[config.mk]
export PLATFORM = sky130hd
export DESIGN_NAME = sync_gearbox_fifo
export DESIGN_NICKNAME = d
export VERILOG_FILES = /design/src/rtl/fifo_pkg.sv /design/src/rtl/sync_fifo_gearbox.sv /design/src/rtl/sync_gearbox_fifo.sv
export SDC_FILE = /design/constraint.sdc
export NUM_CORES = 1
export LEC_CHECK = 0
export CORE_MARGIN = 4
export CORE_UTILIZATION = 30
export DETAILED_ROUTE_END_ITERATION = 10
export HOLD_SLACK_MARGIN = 0.06
export MAX_ROUTING_LAYER = met4
export PLACE_DENSITY = 0.54
export SYNTH_ARGS = -nofsm -noshare
export SYNTH_HDL_FRONTEND = slang
export SYNTH_SLANG_ARGS = --single-unit
[constraint.sdc]
create_clock -name clk -period 11 [get_ports clk]
set_input_delay 2.2 -clock clk [delete_from_list [all_inputs] [get_ports clk]]
set_output_delay 2.2 -clock clk [all_outputs]
set_load 0.01 [all_outputs]
[src/rtl/fifo_pkg.sv]
// Shared helpers for the width-converting single-clock FIFO.
package fifo_pkg;

    // Width of the storage word: the wider of the two ports.
    function automatic int unsigned wide_width(input int unsigned a, input int unsigned b);
        return (a > b) ? a : b;
    endfunction

    // Width ratio between the two ports, always >= 1.
    function automatic int unsigned ratio(input int unsigned a, input int unsigned b);
        return (a > b) ? a / b : b / a;
    endfunction

    // True when one width is a power-of-two multiple of the other.
    function automatic bit ratio_ok(input int unsigned a, input int unsigned b);
        int unsigned hi;
        int unsigned lo;
        int unsigned q;
        hi = (a > b) ? a : b;
        lo = (a > b) ? b : a;
        if (lo == 0 || (hi % lo) != 0) begin
            return 1'b0;
        end
        q = hi / lo;
        return (q & (q - 1)) == 0;
    endfunction

endpackage

[src/rtl/sync_fifo_gearbox.sv]
// Packer (upsize), unpacker (downsize) or passthrough between the ports and the storage core.
module sync_fifo_gearbox
    import fifo_pkg::*;
#(
    parameter int unsigned IN_WIDTH  = 8,
    parameter int unsigned OUT_WIDTH = 32,
    localparam int unsigned WIDE     = wide_width(IN_WIDTH, OUT_WIDTH)
) (
    input  logic                 clk,
    input  logic                 rst,
    input  logic                 wr_en,
    input  logic [IN_WIDTH-1:0]  wr_data,
    input  logic                 push_ready,
    output logic                 push_valid,
    output logic [WIDE-1:0]      push_data,
    input  logic                 rd_en,
    input  logic                 pop_valid,
    output logic                 pop_ready,
    input  logic [WIDE-1:0]      pop_data,
    output logic                 out_avail,
    output logic [OUT_WIDTH-1:0] rd_data
);

    localparam int unsigned R    = ratio(IN_WIDTH, OUT_WIDTH);
    localparam int unsigned WR_R = (OUT_WIDTH > IN_WIDTH) ? R : 1;
    localparam int unsigned RD_R = (IN_WIDTH > OUT_WIDTH) ? R : 1;
    localparam int unsigned PW   = (WR_R > 1) ? $clog2(WR_R) : 1;
    localparam int unsigned UW   = (RD_R > 1) ? $clog2(RD_R) : 1;

    logic wr_accept;
    logic rd_accept;

    assign wr_accept = wr_en && push_ready;

    if (WR_R > 1) begin : g_pack
        logic [PW-1:0]   cnt_q;
        logic [WIDE-1:0] buf_q;

        // Current write lands in its slice; the last slice completes the word combinationally.
        always_comb begin
            push_data = buf_q;
            push_data[cnt_q*IN_WIDTH +: IN_WIDTH] = wr_data;
        end

        assign push_valid = wr_accept && (cnt_q == PW'(WR_R - 1));

        // Slice counter and partial word; counter wraps on the R-th write.
        always_ff @(posedge clk or posedge rst) begin
            if (rst) begin
                cnt_q <= '0;
                buf_q <= '0;
            end else if (wr_accept) begin
                cnt_q <= cnt_q + 1'b1;
                buf_q <= push_data;
            end
        end
    end else begin : g_wr_direct
        assign push_data  = wr_data;
        assign push_valid = wr_accept;
    end

    if (RD_R > 1) begin : g_unpack
        logic [UW-1:0] left_q;
        logic [UW-1:0] sel_q;
        logic          pend_q;

        // A new storage word is only fetched once every slice of the previous one is consumed.
        assign out_avail = pop_valid || (left_q != '0);
        assign pop_ready = rd_en && (left_q == '0);
        assign rd_accept = rd_en && out_avail;

        // Slice tracking, then register the selected slice one edge after acceptance.
        always_ff @(posedge clk or posedge rst) begin
            if (rst) begin
                left_q  <= '0;
                sel_q   <= '0;
                pend_q  <= 1'b0;
                rd_data <= '0;
            end else begin
                pend_q <= rd_accept;
                if (rd_accept) begin
                    if (left_q == '0) begin
                        sel_q  <= '0;
                        left_q <= UW'(RD_R - 1);
                    end else begin
                        sel_q  <= sel_q + 1'b1;
                        left_q <= left_q - 1'b1;
                    end
                end
                if (pend_q) begin
                    rd_data <= pop_data[sel_q*OUT_WIDTH +: OUT_WIDTH];
                end
            end
        end
    end else begin : g_rd_direct
        logic pend_q;

        assign out_avail = pop_valid;
        assign pop_ready = rd_en;
        assign rd_accept = rd_en && pop_valid;

        // Output register follows the storage read register one edge later.
        always_ff @(posedge clk or posedge rst) begin
            if (rst) begin
                pend_q  <= 1'b0;
                rd_data <= '0;
            end else begin
                pend_q <= rd_accept;
                if (pend_q) begin
                    rd_data <= pop_data;
                end
            end
        end
    end

endmodule

[src/rtl/sync_gearbox_fifo.sv]
// Single-clock FIFO with independent power-of-two-related write and read widths.
module sync_gearbox_fifo
    import fifo_pkg::*;
#(
    parameter int unsigned IN_WIDTH   = 8,
    parameter int unsigned OUT_WIDTH  = 32,
    parameter int unsigned ADDR_WIDTH = 4,
    parameter int unsigned RESERVE    = 0
) (
    input  logic                  clk,
    input  logic                  rst,
    input  logic                  wr_en,
    input  logic [IN_WIDTH-1:0]   wr_data,
    output logic                  full,
    input  logic                  rd_en,
    output logic [OUT_WIDTH-1:0]  rd_data,
    output logic                  empty,
    output logic                  has_data,
    output logic [ADDR_WIDTH:0]   level
);

    localparam int unsigned WIDE  = wide_width(IN_WIDTH, OUT_WIDTH);
    localparam int unsigned DEPTH = 1 << ADDR_WIDTH;
    localparam int unsigned LW    = ADDR_WIDTH + 1;
    localparam logic [ADDR_WIDTH:0] FULL_LEVEL = LW'(DEPTH - RESERVE);

    if (!ratio_ok(IN_WIDTH, OUT_WIDTH)) begin : g_bad_ratio
        $error("sync_gearbox_fifo: widths must differ by a power-of-two ratio");
    end
    if (RESERVE >= DEPTH) begin : g_bad_reserve
        $error("sync_gearbox_fifo: RESERVE must be below DEPTH");
    end

    logic [ADDR_WIDTH:0] wr_ptr_q;
    logic [ADDR_WIDTH:0] rd_ptr_q;
    logic [WIDE-1:0]     mem [DEPTH];
    logic [WIDE-1:0]     rd_word_q;
    logic [WIDE-1:0]     push_data;
    logic                push_valid;
    logic                push_ready;
    logic                pop_valid;
    logic                pop_ready;
    logic                push;
    logic                pop;
    logic                out_avail;

    // Extra pointer MSB separates a full array from an empty one.
    assign level      = wr_ptr_q - rd_ptr_q;
    assign full       = level >= FULL_LEVEL;
    assign push_ready = !full;
    assign pop_valid  = level != '0;
    assign push       = push_valid && push_ready;
    assign pop        = pop_valid && pop_ready;
    assign empty      = !out_avail;
    assign has_data   = out_avail;

    // Write/read pointers.
    always_ff @(posedge clk or posedge rst) begin
        if (rst) begin
            wr_ptr_q <= '0;
            rd_ptr_q <= '0;
        end else begin
            if (push) begin
                wr_ptr_q <= wr_ptr_q + 1'b1;
            end
            if (pop) begin
                rd_ptr_q <= rd_ptr_q + 1'b1;
            end
        end
    end

    // Storage write port; contents are never reset.
    always_ff @(posedge clk) begin
        if (push) begin
            mem[wr_ptr_q[ADDR_WIDTH-1:0]] <= push_data;
        end
    end

    // Synchronous storage read port.
    always_ff @(posedge clk) begin
        if (pop) begin
            rd_word_q <= mem[rd_ptr_q[ADDR_WIDTH-1:0]];
        end
    end

    sync_fifo_gearbox #(
        .IN_WIDTH  (IN_WIDTH),
        .OUT_WIDTH (OUT_WIDTH)
    ) u_gearbox (
        .clk        (clk),
        .rst        (rst),
        .wr_en      (wr_en),
        .wr_data    (wr_data),
        .push_ready (push_ready),
        .push_valid (push_valid),
        .push_data  (push_data),
        .rd_en      (rd_en),
        .pop_valid  (pop_valid),
        .pop_ready  (pop_ready),
        .pop_data   (rd_word_q),
        .out_avail  (out_avail),
        .rd_data    (rd_data)
    );

endmodule
==> results.ini, run 1 <==
[status]
status=finished, final reports clean

[sta]
rsz0062_at_grt=no
fin_skew_ns=0.02561
hold_viol_final=0
finalCritPeriodShare_pct=55.13
slew_headroom_pct=8.259
fin_hold_ws_ns=0.4639
drv_slew=0
period_minus_slack_ns=6.064
finalSetupViolCount=0
tightestPinTransition_ns=1.367
fmax_ghz=0.1649
finalSetupTns_ns=0

[cts]
cts.repair.resized=0
post-cts-setup-buffers=0
cts_tree=built
clkLatencyLatePin_ns=0.59
cts_max_path_buffers=3
h-tree-depth=3
clk_pin_slew_worst_paths_ns=0.07
clockRootBuffer=clkbuf_16
cts_buffers=67
clock-sinks=621
postCtsHoldBufs=0

[synthesis]
synth_mux_area_share_pct=14.65
synth_seq_cells=621
synthFlopType=edfxtp_1
yosysSeqAreaShare_pct=75.37
synth_top_family_by_area=multiplexers
synth_compound_area_share_pct=1.972
syn-num-nets=1298
synth_fa_ha_area_share_pct=0.8571
synth_cells=1270
netlist.area_leader.share_pct=67.41
synthArstFlopShare_pct=12.40
yosysWarnings=0
synth_cell_types=44
yosysTopAreaCell=edfxtp_1
yosys.area_share.simple_pct=4.518
yosysMostFrequentCell=edfxtp_1
syn_area_um2=24230
synthXorXnorAreaFrac_pct=0.4957
synth.avg_cell_area_um2=19.08
synth_edf_count=544
synthTopCellsByCount=edfxtp_1, nand2_1, mux4_2
netlist_top_cells_area=edfxtp_1, mux4_2, dfrtp_1

[routing]
num_vias=12120
wl_um=58330
wl_per_cell_um=23.39
vias_per_cell=4.860
drcViolationCount=0
drt_iter0_markers=1124
firstDrtPassIters=5
final_antenna_net_count=0

[critical_path]
crit_top_cell=inv_1
path_cells=inv_1, fa_1, xor2_1, or3_1, a21oi_4, nand2_1, inv_1, clkdlybuf4s50_1
end_kind=primary output
crit_fanout=64
required_ns=8.80
slowest_stage=dfrtp_4
worstSetupStartpointType=flop
slowest_delay_ns=1.02
arrival_ns=3.86
critPathKind=reg2out

[global_routing]
antenna_found_initial=2
grt_max_degree=65
grt_pass1_vias=12710
grt_first_pass_wirelength_um=86280
grt_overflow=0
grt.met3_usage_pct=2.921
grt-busiest-layer=met2
grt_use_met1_pct=20.07
met2_usage_pct=20.61
track_usage_pct=14.00

[placement]
placed_cells=2372
dp_hpwl_um=34450
io_buffers=51
place_congestion=0.7502

[die]
die_width_um=292.2
die_y_um=292.2
io_pins=52
start_util_pct=30.47
die_area_um2=85380
num_rows=103
core_um2=79520

[finish]
n_antenna_cell=0
area_growth_pct=17.18
instances_no_fill=2494
drive_above_1_share_pct=24.03
nets=1419
final_core_util_pct=35.71

[pwr]
vdd_drop_max_uv=107.7
pwr_density_cell_nw_per_um2=271.6
p_leak_uw=0.009648
power_uw=7711

[run]
timing.max_cap.violations=0

[min_path]
hold_path.class=reg2reg

## worst max-delay path, delay by kind of cell (launching register included)
kind,cells,cell delay [ns]
DFF,1,1.02
buffers and inverters,3,0.86
and+or+nand+nor,2,0.49
xor gates and xnor gates,1,0.19
AOI/OAI and AO/OA,1,0.23
adders and majority gates,1,0.48
## placed cells by master (no fill, tap or decap), types with 11 or more instances in the layout
cell type / Yosys / final
clkinv_2: 0 / 12
ha_1: 15 / 15
edfxtp_1: 544 / 544
clkinv_1: 1 / 15
nor3_2: 1 / 11
dfrtp_1: 77 / 73
a31oi_1: 32 / 32
clkbuf_16: 0 / 71
mux2_2: 32 / 32
mux2_1: 26 / 26
mux4_2: 128 / 128
and3_1: 33 / 33
clkdlybuf4s50_1: 0 / 51
clkbuf_1: 25 / 17
nand2_1: 170 / 170
o21ai_0: 32 / 27
inv_1: 44 / 43
buf_4: 8 / 65
## stage by stage
stage | instance area, µm² | worst slack [ns]
6_report | 28390 | 4.936
2_1_floorplan | 24230 | 4.872
5_1_grt | 28390 | 4.739
4_1_cts | 28390 | 4.823
3_3_place_gp | 26300 | 5.585
3_5_place_dp | 26300 | 5.480
## cell families after synthesis
kind of cell | count (synthesis)
XOR/XNOR | 12
AO/OA/AOI/OAI | 81
multiplexers | 187
buffers and inverters | 109
flip-flops | 621
adder cells (fa/ha/maj) | 16
AND/OR/NAND/NOR | 244
## power breakdown
| part | switching [µW] | total, µW | internal (µW) |
|---|---|---|---|
| registers | 216 | 3250 | 3030 |
| logic | 1330 | 2300 | 969 |
| clock network | 900 | 2160 | 1260 |
| total | 2450 | 7710 | 5260 |
## registers in the layout (all words and copies together), names as in the netlist
signal / flops
mem: 512
rd_ptr_q: 5
rd_word_q: 32
u_gearbox.g_pack.buf_q: 32
u_gearbox.g_pack.cnt_q: 2
u_gearbox.g_rd_direct.pend_q: 1
u_gearbox.rd_data: 32
wr_ptr_q: 5
## routing by layer
layer,up-vias,routed length (µm)
met5,-,0
met3,59,3573
met4,0,759
met2,320,26400
met1,6533,27590
li1,5210,-
## worst paths after layout
kind | cells after the start | end | from | slack (ns)
hold / removal | 1 | u_gearbox.rd_data[2] | rd_word_q[2] | 0.46
min in group asynchronous | 2 | u_gearbox.rd_data[2] | rst | 1.91
setup reg to reg | 8 | mem[8][17] | rd_ptr_q[1] | 6.48
hold reg to reg | 1 | u_gearbox.rd_data[2] | rd_word_q[2] | 0.46
setup / recovery | 8 | empty | rd_ptr_q[1] | 4.94
max in group asynchronous | 3 | rd_ptr_q[0] | rst | 7.74
## cell type report
class                   count  area [µm²]
clock inverters            33       236.5
repair buffers            116       998.5
clock buffers              89        1854
multi-input cells         540        5545
well taps                1050        1314
fillers                  7337       51120
inverters                  45       171.4
flip-flops and latches    621       18280
No activity file was read; power rests on OpenSTA's default activity.
==> run 2, diff against run 1 <==
clock period = 6.1 ns   (was 11 ns; I/O delays follow)
==> results.ini, run 2 (synthesis gave the netlist of run 1 again) <==
[finish]
most-common-layout-cells=edfxtp_1, nand2_1, mux4_2
instances_no_fill=2503  ; +0.36%
final_common_cell=edfxtp_1
largest_reg_flops=512  ; unchanged
drive_above_1_share_pct=24.71  ; +0.68 points
area_growth_pct=17.40
n_antenna_cell=0  ; unchanged
nets=1426  ; +0.49%
final_core_util_pct=35.78  ; +0.066 points

[die]
start_util_pct=30.47  ; unchanged
die_area_um2=85380  ; unchanged
core_um2=79520  ; unchanged
die_y_um=292.2  ; unchanged
num_rows=103  ; unchanged
die_width_um=292.2  ; unchanged
io_pins=52  ; unchanged

[cts]
clock-sinks=621  ; unchanged
h-tree-depth=3  ; unchanged
cts_tree=built
postCtsHoldBufs=0  ; unchanged
clockRootBuffer=clkbuf_16
clk_pin_slew_worst_paths_ns=0.06  ; about the same
cts_max_path_buffers=3  ; unchanged
cts.repair.resized=0  ; unchanged
cts_buffers=68  ; +1.5%
post-cts-setup-buffers=0  ; unchanged
clkLatencyLatePin_ns=0.60  ; about the same

[critical_path]
r2r_setup_slack_ns=2.26  ; -4.22 ns
worstSetupStartpointType=flop
arrival_ns=3.68  ; -0.18 ns
crit_fanout=30  ; -53%
end_kind=primary output
required_ns=4.88  ; -3.92 ns
critPathKind=reg2out

[sta]
tightestPinTransition_ns=1.271  ; -0.09597 ns
finalCritPeriodShare_pct=80.33
drv_slew=0  ; unchanged
fmax_ghz=0.2041
slew_headroom_pct=14.62  ; +6.4 points
finalSetupTns_ns=0  ; unchanged
hold_viol_final=0  ; unchanged
fin_skew_ns=0.02352  ; -0.002086 ns
rsz0062_at_grt=no
finalSetupViolCount=0  ; unchanged
period_minus_slack_ns=4.900

[pwr]
p_leak_uw=0.009686  ; +0.39%
vdd_drop_max_uv=193.7  ; +80%
pwr_density_cell_nw_per_um2=481.1  ; +77%

[placement]
place_congestion=0.7477  ; -0.33%
io_buffers=51  ; unchanged
dp_hpwl_um=31150  ; -9.6%
placed_cells=2377  ; +0.21%

[routing]
num_vias=12170  ; +0.36%
drt_iter0_markers=1077  ; -4.2%
wl_per_cell_um=23.04  ; -1.5%
firstDrtPassIters=5  ; unchanged
wl_um=57670  ; -1.1%
vias_per_cell=4.861  ; about the same
final_antenna_net_count=0  ; unchanged
drcViolationCount=0  ; unchanged

[global_routing]
antenna_found_initial=0  ; -2
track_usage_pct=13.97  ; -0.030 points
grt_max_degree=63  ; -3.1%
grt_overflow=0  ; unchanged
grt_pass1_vias=12860  ; +1.2%
grt_first_pass_wirelength_um=86400  ; +0.14%

[min_path]
hold_path.class=reg2reg

[run]
timing.max_cap.violations=0  ; unchanged

[status]
status=finished, final reports clean

-- run 2: cell count changes in the layout (fill, tap and decap cells not counted), moves of 2 or more --
cell,before,now
buf_4,65,71
bufinv_16,3,1
clkbuf_8,1,4
clkinv_1,15,11
clkinv_4,0,2
inv_6,3,5
o21ai_0,27,30
o21ai_1,7,4
-- run 2: cell type report --
type	count	area (µm²)
fill	7314	51070
sequential	621	18280
multi-input combinational	540	5545
clock buffer	92	1874
tap	1050	1314
timing repair buffer	122	1044
clock inverter	33	224.0
inverter	45	171.4
-- run 2: path summary, 6_finish.rpt --
kind	start	endpoint	depth (start not counted)
max in group asynchronous	rst	rd_ptr_q[2]	3
setup reg to reg	rd_ptr_q[0]	mem[2][17]	9
hold / removal	rd_word_q[27]	u_gearbox.rd_data[27]	1
setup / recovery	rd_ptr_q[0]	empty	9
min in group asynchronous	rst	u_gearbox.rd_data[31]	2
hold reg to reg	rd_word_q[27]	u_gearbox.rd_data[27]	1
-- run 2: worst max-delay path: stages, from the launching register on --
cell and delay (ns):
dfrtp_4 0.83, ha_1 0.27, inv_1 0.06, fa_1 0.40, xor2_1 0.20, or3_1 0.36
a21oi_4 0.22, nand2_1 0.13, inv_1 0.08, clkdlybuf4s50_1 0.53
-- run 2: metal layers --
layer  track usage (%)  wire length [µm]
met2             21.62             27160
met1             19.36             26450
met4             3.456               931
met3             2.381              3131
met5                 -                 0
-- run 2: where the power goes --
group,leakage (µW),switching [µW],internal (µW)
logic,0.00270,2220,1750
clock network,0.00103,1640,2220
registers,0.00595,384,5470
total,0.00969,4250,9440
-- run 2: through the flow --
| stage | hold WS, ns | cell area [µm²] | total power [µW] | setup slack [ns] |
|---|---|---|---|---|
| 2_1_floorplan | 0.4539 | 24230 | 8456 | 0.3145 |
| 3_3_place_gp | 0.4601 | 26340 | 9936 | 1.775 |
| 3_5_place_dp | 0.4647 | 26340 | 10000 | 1.765 |
| 4_1_cts | 0.4783 | 28440 | 13900 | 1.124 |
| 5_1_grt | 0.4936 | 28450 | 14410 | 1.010 |
| 6_report | 0.4738 | 28450 | 13690 | 1.200 |
